**src/rtl/mt_sequencer_if.sv**
```systemverilog
// Execute <-> sequencer timing interface.
// Execute drives advance requests; the sequencer returns the M/T vector.
interface mt_sequencer_if;
    logic nextM;
    logic setM1;
    logic setM1cc;
    logic setM1bz;
    logic cond_true;
    logic b_zero;
    logic hold_clk_wait;
    logic M1, M2, M3, M4, M5, M6;
    logic T1, T2, T3, T4, T5, T6;
    logic seq_err;

    modport master (
        output nextM, setM1, setM1cc, setM1bz,
        output cond_true, b_zero, hold_clk_wait,
        input  M1, M2, M3, M4, M5, M6,
        input  T1, T2, T3, T4, T5, T6,
        input  seq_err
    );

    modport slave (
        input  nextM, setM1, setM1cc, setM1bz,
        input  cond_true, b_zero, hold_clk_wait,
        output M1, M2, M3, M4, M5, M6,
        output T1, T2, T3, T4, T5, T6,
        output seq_err
    );
endinterface

```
**src/rtl/mt_sequencer.sv**
```systemverilog
// Machine-cycle / T-state sequencer feeding execute.
// All outputs come straight from flops; wait watchdog raises a sticky error.
module mt_sequencer #(
    parameter int unsigned WAIT_LIMIT = 0,
    parameter int unsigned WCNT_W     = 8
) (
    input  logic          clk,
    input  logic          nreset,
    mt_sequencer_if.slave bus
);

    localparam logic [WCNT_W-1:0] WCNT_MAX = '1;
    localparam logic [5:0]        ONE_1    = 6'b000001;

    logic [5:0]        m_q, m_d;
    logic [5:0]        t_q, t_d;
    logic              err_q, err_d;
    logic [WCNT_W-1:0] wcnt_q, wcnt_d;

    logic go_m1;
    logic go_next;

    // Resolve the conditional end-of-instruction requests.
    always_comb begin
        go_m1 = bus.setM1
              | (bus.setM1cc & bus.cond_true)
              | (bus.setM1bz & bus.b_zero);
        go_next = bus.nextM & ~go_m1;
    end

    // State register with synchronous active-low reset.
    always_ff @(posedge clk) begin
        if (!nreset) begin
            m_q    <= ONE_1;
            t_q    <= ONE_1;
            err_q  <= 1'b0;
            wcnt_q <= '0;
        end else begin
            m_q    <= m_d;
            t_q    <= t_d;
            err_q  <= err_d;
            wcnt_q <= wcnt_d;
        end
    end

    // Next-state: wait freeze, then M1 restart, then next M, else T advance.
    always_comb begin
        m_d    = m_q;
        t_d    = t_q;
        err_d  = err_q;
        wcnt_d = '0;
        if (bus.hold_clk_wait) begin
            wcnt_d = (wcnt_q == WCNT_MAX) ? wcnt_q : wcnt_q + 1'b1;
            // Watchdog only flags; the freeze itself is never broken here.
            if (WAIT_LIMIT != 0 && 32'(wcnt_d) >= WAIT_LIMIT) begin
                err_d = 1'b1;
            end
        end else if (go_m1) begin
            m_d = ONE_1;
            t_d = ONE_1;
        end else if (go_next) begin
            t_d = ONE_1;
            if (m_q[5]) begin
                m_d   = ONE_1;
                err_d = 1'b1;
            end else begin
                m_d = m_q << 1;
            end
        end else if (t_q[5]) begin
            // Running off the end of T6 means execute lost track.
            m_d   = ONE_1;
            t_d   = ONE_1;
            err_d = 1'b1;
        end else begin
            t_d = t_q << 1;
        end
    end

    // Outputs are direct flop copies so execute sees a stable vector.
    always_comb begin
        bus.M1      = m_q[0];
        bus.M2      = m_q[1];
        bus.M3      = m_q[2];
        bus.M4      = m_q[3];
        bus.M5      = m_q[4];
        bus.M6      = m_q[5];
        bus.T1      = t_q[0];
        bus.T2      = t_q[1];
        bus.T3      = t_q[2];
        bus.T4      = t_q[3];
        bus.T5      = t_q[4];
        bus.T6      = t_q[5];
        bus.seq_err = err_q;
    end

endmodule
```
**src/flat_wrapper.sv**
```systemverilog
// flat-port wrapper written by rule: the top's interface ports become plain ports
module mt_sequencer_flat 
#(
    parameter int unsigned WAIT_LIMIT = 0,
    parameter int unsigned WCNT_W     = 8
)
  (clk, nreset, bus_nextM, bus_setM1, bus_setM1cc, bus_setM1bz, bus_cond_true, bus_b_zero, bus_hold_clk_wait, bus_M1, bus_M2, bus_M3, bus_M4, bus_M5, bus_M6, bus_T1, bus_T2, bus_T3, bus_T4, bus_T5, bus_T6, bus_seq_err);
  mt_sequencer_if bus_i ();
  input  logic clk;
  input  logic nreset;
  input wire logic [$bits(bus_i.nextM)-1:0] bus_nextM;
  input wire logic [$bits(bus_i.setM1)-1:0] bus_setM1;
  input wire logic [$bits(bus_i.setM1cc)-1:0] bus_setM1cc;
  input wire logic [$bits(bus_i.setM1bz)-1:0] bus_setM1bz;
  input wire logic [$bits(bus_i.cond_true)-1:0] bus_cond_true;
  input wire logic [$bits(bus_i.b_zero)-1:0] bus_b_zero;
  input wire logic [$bits(bus_i.hold_clk_wait)-1:0] bus_hold_clk_wait;
  output wire logic [$bits(bus_i.M1)-1:0] bus_M1;
  output wire logic [$bits(bus_i.M2)-1:0] bus_M2;
  output wire logic [$bits(bus_i.M3)-1:0] bus_M3;
  output wire logic [$bits(bus_i.M4)-1:0] bus_M4;
  output wire logic [$bits(bus_i.M5)-1:0] bus_M5;
  output wire logic [$bits(bus_i.M6)-1:0] bus_M6;
  output wire logic [$bits(bus_i.T1)-1:0] bus_T1;
  output wire logic [$bits(bus_i.T2)-1:0] bus_T2;
  output wire logic [$bits(bus_i.T3)-1:0] bus_T3;
  output wire logic [$bits(bus_i.T4)-1:0] bus_T4;
  output wire logic [$bits(bus_i.T5)-1:0] bus_T5;
  output wire logic [$bits(bus_i.T6)-1:0] bus_T6;
  output wire logic [$bits(bus_i.seq_err)-1:0] bus_seq_err;
  assign bus_i.nextM = bus_nextM;
  assign bus_i.setM1 = bus_setM1;
  assign bus_i.setM1cc = bus_setM1cc;
  assign bus_i.setM1bz = bus_setM1bz;
  assign bus_i.cond_true = bus_cond_true;
  assign bus_i.b_zero = bus_b_zero;
  assign bus_i.hold_clk_wait = bus_hold_clk_wait;
  assign bus_M1 = bus_i.M1;
  assign bus_M2 = bus_i.M2;
  assign bus_M3 = bus_i.M3;
  assign bus_M4 = bus_i.M4;
  assign bus_M5 = bus_i.M5;
  assign bus_M6 = bus_i.M6;
  assign bus_T1 = bus_i.T1;
  assign bus_T2 = bus_i.T2;
  assign bus_T3 = bus_i.T3;
  assign bus_T4 = bus_i.T4;
  assign bus_T5 = bus_i.T5;
  assign bus_T6 = bus_i.T6;
  assign bus_seq_err = bus_i.seq_err;
  mt_sequencer #(.WAIT_LIMIT(WAIT_LIMIT), .WCNT_W(WCNT_W)) u_core (.clk(clk), .nreset(nreset), .bus(bus_i));
endmodule
```
**config.mk**
```make
export PLATFORM = sky130hd
export DESIGN_NAME = mt_sequencer_flat
export DESIGN_NICKNAME = d
export VERILOG_FILES = /design/src/rtl/mt_sequencer_if.sv /design/src/rtl/mt_sequencer.sv /design/src/flat_wrapper.sv
export SDC_FILE = /design/constraint.sdc
export NUM_CORES = 1
export LEC_CHECK = 0
export CAP_MARGIN = 20
export CORE_MARGIN = 2
export CORE_UTILIZATION = 35
export CTS_BUF_LIST = sky130_fd_sc_hd__clkbuf_8
export DETAILED_ROUTE_END_ITERATION = 8
export PLACE_DENSITY_LB_ADDON = 0.05
export SLEW_MARGIN = 30
export SYNTH_ARGS = -nofsm -noshare
export SYNTH_HDL_FRONTEND = slang
export SYNTH_SLANG_ARGS = --single-unit
```
**constraint.sdc**
```tcl
create_clock -name clk -period 3.1 [get_ports clk]
set_clock_uncertainty 0.15 [all_clocks]
set_input_delay 0.62 -clock clk [delete_from_list [all_inputs] [get_ports clk]]
set_output_delay 0.62 -clock clk [all_outputs]
set_load 0.1 [all_outputs]
```
Word-level counts from Yosys, hierarchy flattened
Index checks and enable logic that the tools add are counted.
{ "totals": {"reg_bits": 13, "elab_cells": 25, "in_bits": 9} }
{ "op_classes": {"n_mux": 10, "n_reduce_logical": 4, "eq_ne": 1, "bitwise_logic": 7} }
{ "op_table": {"columns": ["op", "count"], "rows": [
  ["$mux W6", 7],
  ["$reduce_and A4 Y1", 1],
  ["$and A1 B1 Y1", 3],
  ["$mux W1", 3],
  ["$reduce_bool A3 Y1", 1],
  ["$ne A2 B1 Y1 const B", 1],
  ["$not A1 Y1", 2],
  ["$or A1 B1 Y1", 2],
  ["$reduce_and A2 Y1", 1],
  ["$reduce_bool A2 Y1", 1]
]} }

Longest topological paths before layout
Gate-level depths: netlist of the first run.
{ "logic_depth": {"depth_word": 7, "ltp_mapped": 4, "depth_no_buf": 3} }

Least setup slack after synthesis of the first run
No wires, ideal clock.
{ "synth_timing": {"path_kind": "reg2reg", "from": "reg u_core.t_q[5]", "to": "reg u_core.m_q[1]", "path_buffers": 0, "setup_ps": 119, "required_time_ps": 2831, "stages_incl_launch_ff": 4, "slack_ps": 1219, "arrival_ps": 1612, "period_less_slack_ps": 1881, "cell_sequence": "dfxtp_1 > or2_2 > o21bai_2 > a32o_2"} }
{ "synth_between": {"elab_chain_cells": 2} }
{ "synth_lines": {"columns": ["element", "line", "source"], "rows": [
  ["start, declared", "mt_sequencer.sv:16", "logic [5:0] t_q, t_d;"],
  ["start signal, assigned", "mt_sequencer.sv:40", "t_q <= t_d;"],
  ["$reduce_bool A3 Y1 (no line)", null, null],
  ["$reduce_and A2 Y1 (no line)", null, null],
  ["end signal, assigned", "mt_sequencer.sv:39", "m_q <= m_d;"],
  ["end, declared", "mt_sequencer.sv:15", "logic [5:0] m_q, m_d;"]
]} }
Every way passes these cells.
A chain may end at the register's enable or synchronous reset.

==> results of run 1 <==
==> cells by family (layout without fill, tap and decap cells) <==
family / Yosys count / in the layout / share of synthesized area, %
AOI/OAI and AO/OA: 15 / 15 / 27.5
buffers and inverters: 3 / 27 / 2.52
DFF: 13 / 13 / 52.4
muxes: 1 / 1 / 2.02
and+or+nand+nor: 8 / 8 / 15.6
==> synthesized netlist by cell type (all sizes together) <==
master	number
dfxtp	13
a22o	5
a32o	5
inv	2
nor3	2
nor4	2
a221o	1
a31oi	1
and2	1
buf	1
mux2i	1
nand2b	1
nor2b	1
o21a	1
o21ai	1
o21bai	1
or2	1
==> power breakdown <==
group / switching (uW) / leakage [uW] / total (uW) / internal [uW]
sequential: 1.31 / 0.000105 / 170 / 169
clock: 53.6 / 0.0000269 / 141 / 86.9
combinational: 25.9 / 0.000180 / 42.0 / 16.1
==> registers in the layout (all words and copies together), names as in the netlist <==
signal	count
u_core.bus.seq_err	1
u_core.m_q	6
u_core.t_q	6
==> worst max-delay path, stage by stage <==
cell and delay (ps):
clkdlybuf4s50_1 660, inv_1 170, nor4_4 410, a32o_1 180
==> metal layers <==
metal | share of wire, % | global-route usage [%]
met1 | 45 | 12.6
met2 | 47 | 21.3
met3 | 7.5 | 6.96
met4 | 0 | 3.87
met5 | 0 | 0
==> final cells by class <==
cell class                 count  area, um^2
clock buffer                   3        41.3
clock inverter                 1        3.75
multi-input combinational     24         224
tap                           15        18.8
timing repair buffer          21         178
sequential                    13         260
fill                         115         584
inverter                       2        7.51
==> worst paths after layout <==
path,startpoint,slack [ps],endpoint
min,u_core.bus.seq_err$_SDFFE_PN0P_,310,u_core.bus.seq_err$_SDFFE_PN0P_
max,nreset,1080,u_core.m_q[3]$_SDFFE_PN0P_
min reg2reg,u_core.bus.seq_err$_SDFFE_PN0P_,310,u_core.bus.seq_err$_SDFFE_PN0P_
max reg2reg,u_core.t_q[5]$_SDFFE_PN0N_,1750,u_core.m_q[1]$_SDFFE_PN0P_
==> placed cells by master (no fill, tap or decap), drive strengths merged, types with 2 or more instances in the layout <==
cell,netlist,layout
buf,1,13
clkbuf,0,3
nor3,2,2
a32o,5,5
inv,2,3
a22o,5,5
nor4,2,2
clkdlybuf4s50,0,8
dfxtp,13,13
==> metrics by stage <==
step	power, uW	hold slack (ps)
final	353	314
after global routing	370	337
after CTS	360	320
after detailed placement	216	307
after global placement	216	299
after floorplan	199	640
==> run_results.csv, run 1 <==
group,metric,value,unit
global_route,gr-total-overflow,0,
sta,slew_violations,0,
global_route,grt_max_degree,11,
cts,clkLatencyLatePin,230,ps
synth,ys_warn_count,0,
synth,ys_seq_elements,13,
route,drc_errors,0,
synth,synth_top_cell_by_area,"dfxtp_1",
route,drtPass1Iterations,1,
setup_path,arrival,2040,ps
sta,period_minus_slack,2020,ps
cts,cts_buffers,3,
cts,htree_levels,1,
sta,period_share,65.0,%
finish,n_antenna_cell,0,
die,die_h,41.7,um
sta,hold_viol,0,
finish,postLayoutCoreUtil,55.7,%
route,dr_total_vias,412,
setup_path,cp-end-kind,"flip-flop",
place,postPlaceCellArea,688,um^2
synth,synthTopCellsByArea,"dfxtp_1 52%, a22o_1 8.8%, nor4_4 8.6%",
die,start_util,37.7,%
outcome,outcome,"finished clean",
route,drtIter0Drc,0,
setup_path,critPathLaunchType,"input pin",
cts,cts.sinks,13,
cts,clockRootBuffer,"clkbuf_8",
setup_path,required,3130,ps
die,row_count,13,
route,routed_wl,994,um
route,via_per_inst,5.22,
pwr,ir_worst_vdd,0.406,mV
place,gp_congestion,0.647,
finish,nNetsFinal,74,
route,postRouteAntennaNets,0,
setup_path,rr_worst_depth,3,
cts,cts_buffer_depth,2,
synth,syn_area,497,um^2
sta,maxSlewHeadroom,76.0,%
sta,fmax,496,MHz
run,max-cap-violations,0,
synth,synthCells,40,
sta,setup_violations,0,
synth,syn_avg_cell_area,12.4,um^2
die,dieArea,1740,um^2
cts,cts.repair.resized,0,
place,dp_hpwl,794,um
synth,yosysUniqueCellTypes,18,
place,dp_slack,825,ps
synth,yosysSeqAreaShare,52.4,%
cts,cts_setup_buffers,0,
finish,drive_above_1_share,34.4,%
die,coreArea,1320,um^2
finish,fin_cells,79,
place,port_buffers,21,
min_path,holdPathStages,1,
pwr,leakagePower,0.000312,uW
setup_path,worst-path-max-fanout,10,
finish,design_area,733,um^2
global_route,grt_pass1_vias,407,
global_route,grt_pass1_wl,1650,um
sta,tns,0,ps
min_path,min_path_type,"flip-flop to flip-flop",
cts,hold_buffers,0,
global_route,track_usage,12.4,%
setup_path,critPathKind,"input pin to flip-flop",
die,pin_count,22,
sta,rsz0062_at_grt,"no",
sta,tightest_slew,358,ps
cts,cts_tree,"done",
synth,syn_nets,49,
cts,clk_pin_slew_worst_paths,50,ps
synth,synth_top_cell_area_share,52.4,%
sta,fin_ws,1080,ps
route,wire_per_inst,12.6,um
die,die_w,41.7,um
finish,area_delta_synth_final,47.6,%
pwr,p_per_area,481,nW/um^2
place,placed_cells,75,
global_route,antenna_found_initial,0,
(Power assumes the default switching activity.)
==> run 2: changes to the inputs <==
==> constraint.sdc (replaced) <==
create_clock -name clk -period 1.9 [get_ports clk]
set_clock_uncertainty 0.15 [all_clocks]
set_input_delay 0.38 -clock clk [delete_from_list [all_inputs] [get_ports clk]]
set_output_delay 0.38 -clock clk [all_outputs]
set_load 0.1 [all_outputs]
==> run_results.csv, run 2 (same netlist as run 1, synthesis figures left out) <==
group,metric,value,unit
cts,htree_levels,1,
pwr,clock_power_share,40.2,%
finish,area_delta_synth_final,83.4,%
route,drc_errors,0,
finish,n_antenna_cell,0,
pwr,p_per_area,655,nW/um^2
run,max-cap-violations,0,
cts,clk_pin_slew_worst_paths,50,ps
setup_path,cp-startpoint,"bus_setM1bz",
pwr,p_sw,143,uW
route,dr_total_vias,422,
finish,nFillCells,96,
sta,slew_violations,0,
place,port_buffers,21,
finish,nNetsFinal,76,
place,dp_hpwl,819,um
die,coreArea,1320,um^2
global_route,gr-total-overflow,0,
min_path,worstHoldStart,"u_core.m_q[0]$_SDFFE_PN1P_",
global_route,antenna_found_initial,0,
setup_path,arrival,1790,ps
min_path,holdPathStages,2,
die,start_util,37.7,%
global_route,use_met1,14.9,%
cts,cts.repair.resized,0,
sta,hold_viol,0,
route,via_per_inst,5.21,
pwr,seqPwrFrac,46.8,%
sta,holdWs,380,ps
finish,drive_above_1_share,36.4,%
global_route,use_met2,22.2,%
setup_path,worst-path-max-fanout,6,
pwr,ir_worst_vdd,0.435,mV
route,postRouteAntennaNets,0,
setup_path,r2r_start,"u_core.t_q[5]$_SDFFE_PN0N_",
cts,cts_buffers,3,
finish,mostFrequentLayoutCells,"13 x buf_12, 13 x dfxtp_1, 8 x clkdlybuf4s50_1",
setup_path,cp-end-kind,"flip-flop",
setup_path,rrSetupSlack,500,ps
setup_path,critPathLaunchType,"input pin",
route,routed_wl,1040,um
die,pin_count,22,
sta,rsz0062_at_grt,"no",
global_route,grt_max_degree,10,
sta,tightest_slew,348,ps
min_path,min_path_type,"flip-flop to flip-flop",
die,die_w,41.7,um
route,drtIter0Drc,2,
global_route,grt.busiest_layer,"met2",
cts,clkLatencyLatePin,240,ps
pwr,intPower,454,uW
pwr,leakagePower,0.000364,uW
cts,cts_tree,"done",
global_route,track_usage,13.6,%
die,die_h,41.7,um
outcome,outcome,"finished clean",
sta,tns,0,ps
sta,period_share,92.2,%
cts,hold_buffers,0,
cts,clockRootBuffer,"clkbuf_8",
min_path,worstHoldEndpoint,"u_core.m_q[0]$_SDFFE_PN1P_",
setup_path,critPathKind,"input pin to flip-flop",
cts,cts.sinks,13,
finish,postLayoutCoreUtil,69.1,%
cts,cts_setup_buffers,0,
sta,fmax,571,MHz
global_route,grt_use_met3,5.22,%
sta,maxSlewHeadroom,76.6,%
die,dieArea,1740,um^2
place,gp_congestion,0.623,
setup_path,r2r-end,"u_core.m_q[2]$_SDFFE_PN0P_",
route,drtPass1Iterations,3,
die,row_count,13,
route,wire_per_inst,12.9,um
pwr,pwr-share-comb,13.1,%
sta,setup_violations,0,
setup_path,rr_worst_depth,3,
pwr,swShare,23.9,%
sta,period_minus_slack,1750,ps
cts,cts_buffer_depth,2,
global_route,grt_pass1_vias,419,
setup_path,required,1930,ps
global_route,grt_pass1_wl,1790,um
-- run 2: worst max-delay path by stage --
stage / endpoint / slack [ps]
floorplan: u_core.m_q[1]$_SDFFE_PN0P_ / 20
global placement: u_core.m_q[1]$_SDFFE_PN0P_ / -90
detailed placement: u_core.m_q[2]$_SDFFE_PN0P_ / -120
CTS: u_core.m_q[2]$_SDFFE_PN0P_ / 140
global route: u_core.m_q[2]$_SDFFE_PN0P_ / 80
finish: u_core.m_q[2]$_SDFFE_PN0P_ / 150
-- run 2: cell type report --
cell class	instances	area, um^2	share of cell area, %
Clock buffer	3	41.3	4.53
Clock inverter	1	3.75	0.412
Inverter	2	7.51	0.824
Multi-Input combinational cell	24	224	24.6
Sequential cell	13	260	28.6
Tap cell	15	18.8	2.06
Timing Repair Buffer	23	355	39.0
-- run 2: per-stage QoR --
| stage | worst slack [ps] | total power, uW | area [um^2] | instances |
|---|---|---|---|---|
| floorplan | 19.4 | 325 | 497 | 40 |
| global placement | -86.9 | 362 | 866 | 77 |
| detailed placement | -120 | 363 | 866 | 77 |
| CTS | 138 | 611 | 911 | 81 |
| global route | 81.4 | 621 | 911 | 81 |
| finish | 148 | 596 | 911 | 81 |
-- run 2: worst max-delay path, cell delays in order --
cell and delay, ps:
clkdlybuf4s50_1 400, a221o_2 470, nor4_4 360, a32o_1 180
-- run 2: power by group through the flow --
stage,clock (uW),combinational (uW),sequential (uW)
finish,239,77.9,279
global route,260,81.5,279
CTS,254,78.4,279
detailed placement,0,78.3,285
global placement,0,77.2,285
floorplan,0,22.8,302
-- run 2: layer usage --
layer / vias to the layer above / part of all wire, %
met4: 0 / 1.8
met3: 2 / 6.2
met2: 13 / 48
met5: - / 0
met1: 197 / 44
li1: 210 / -
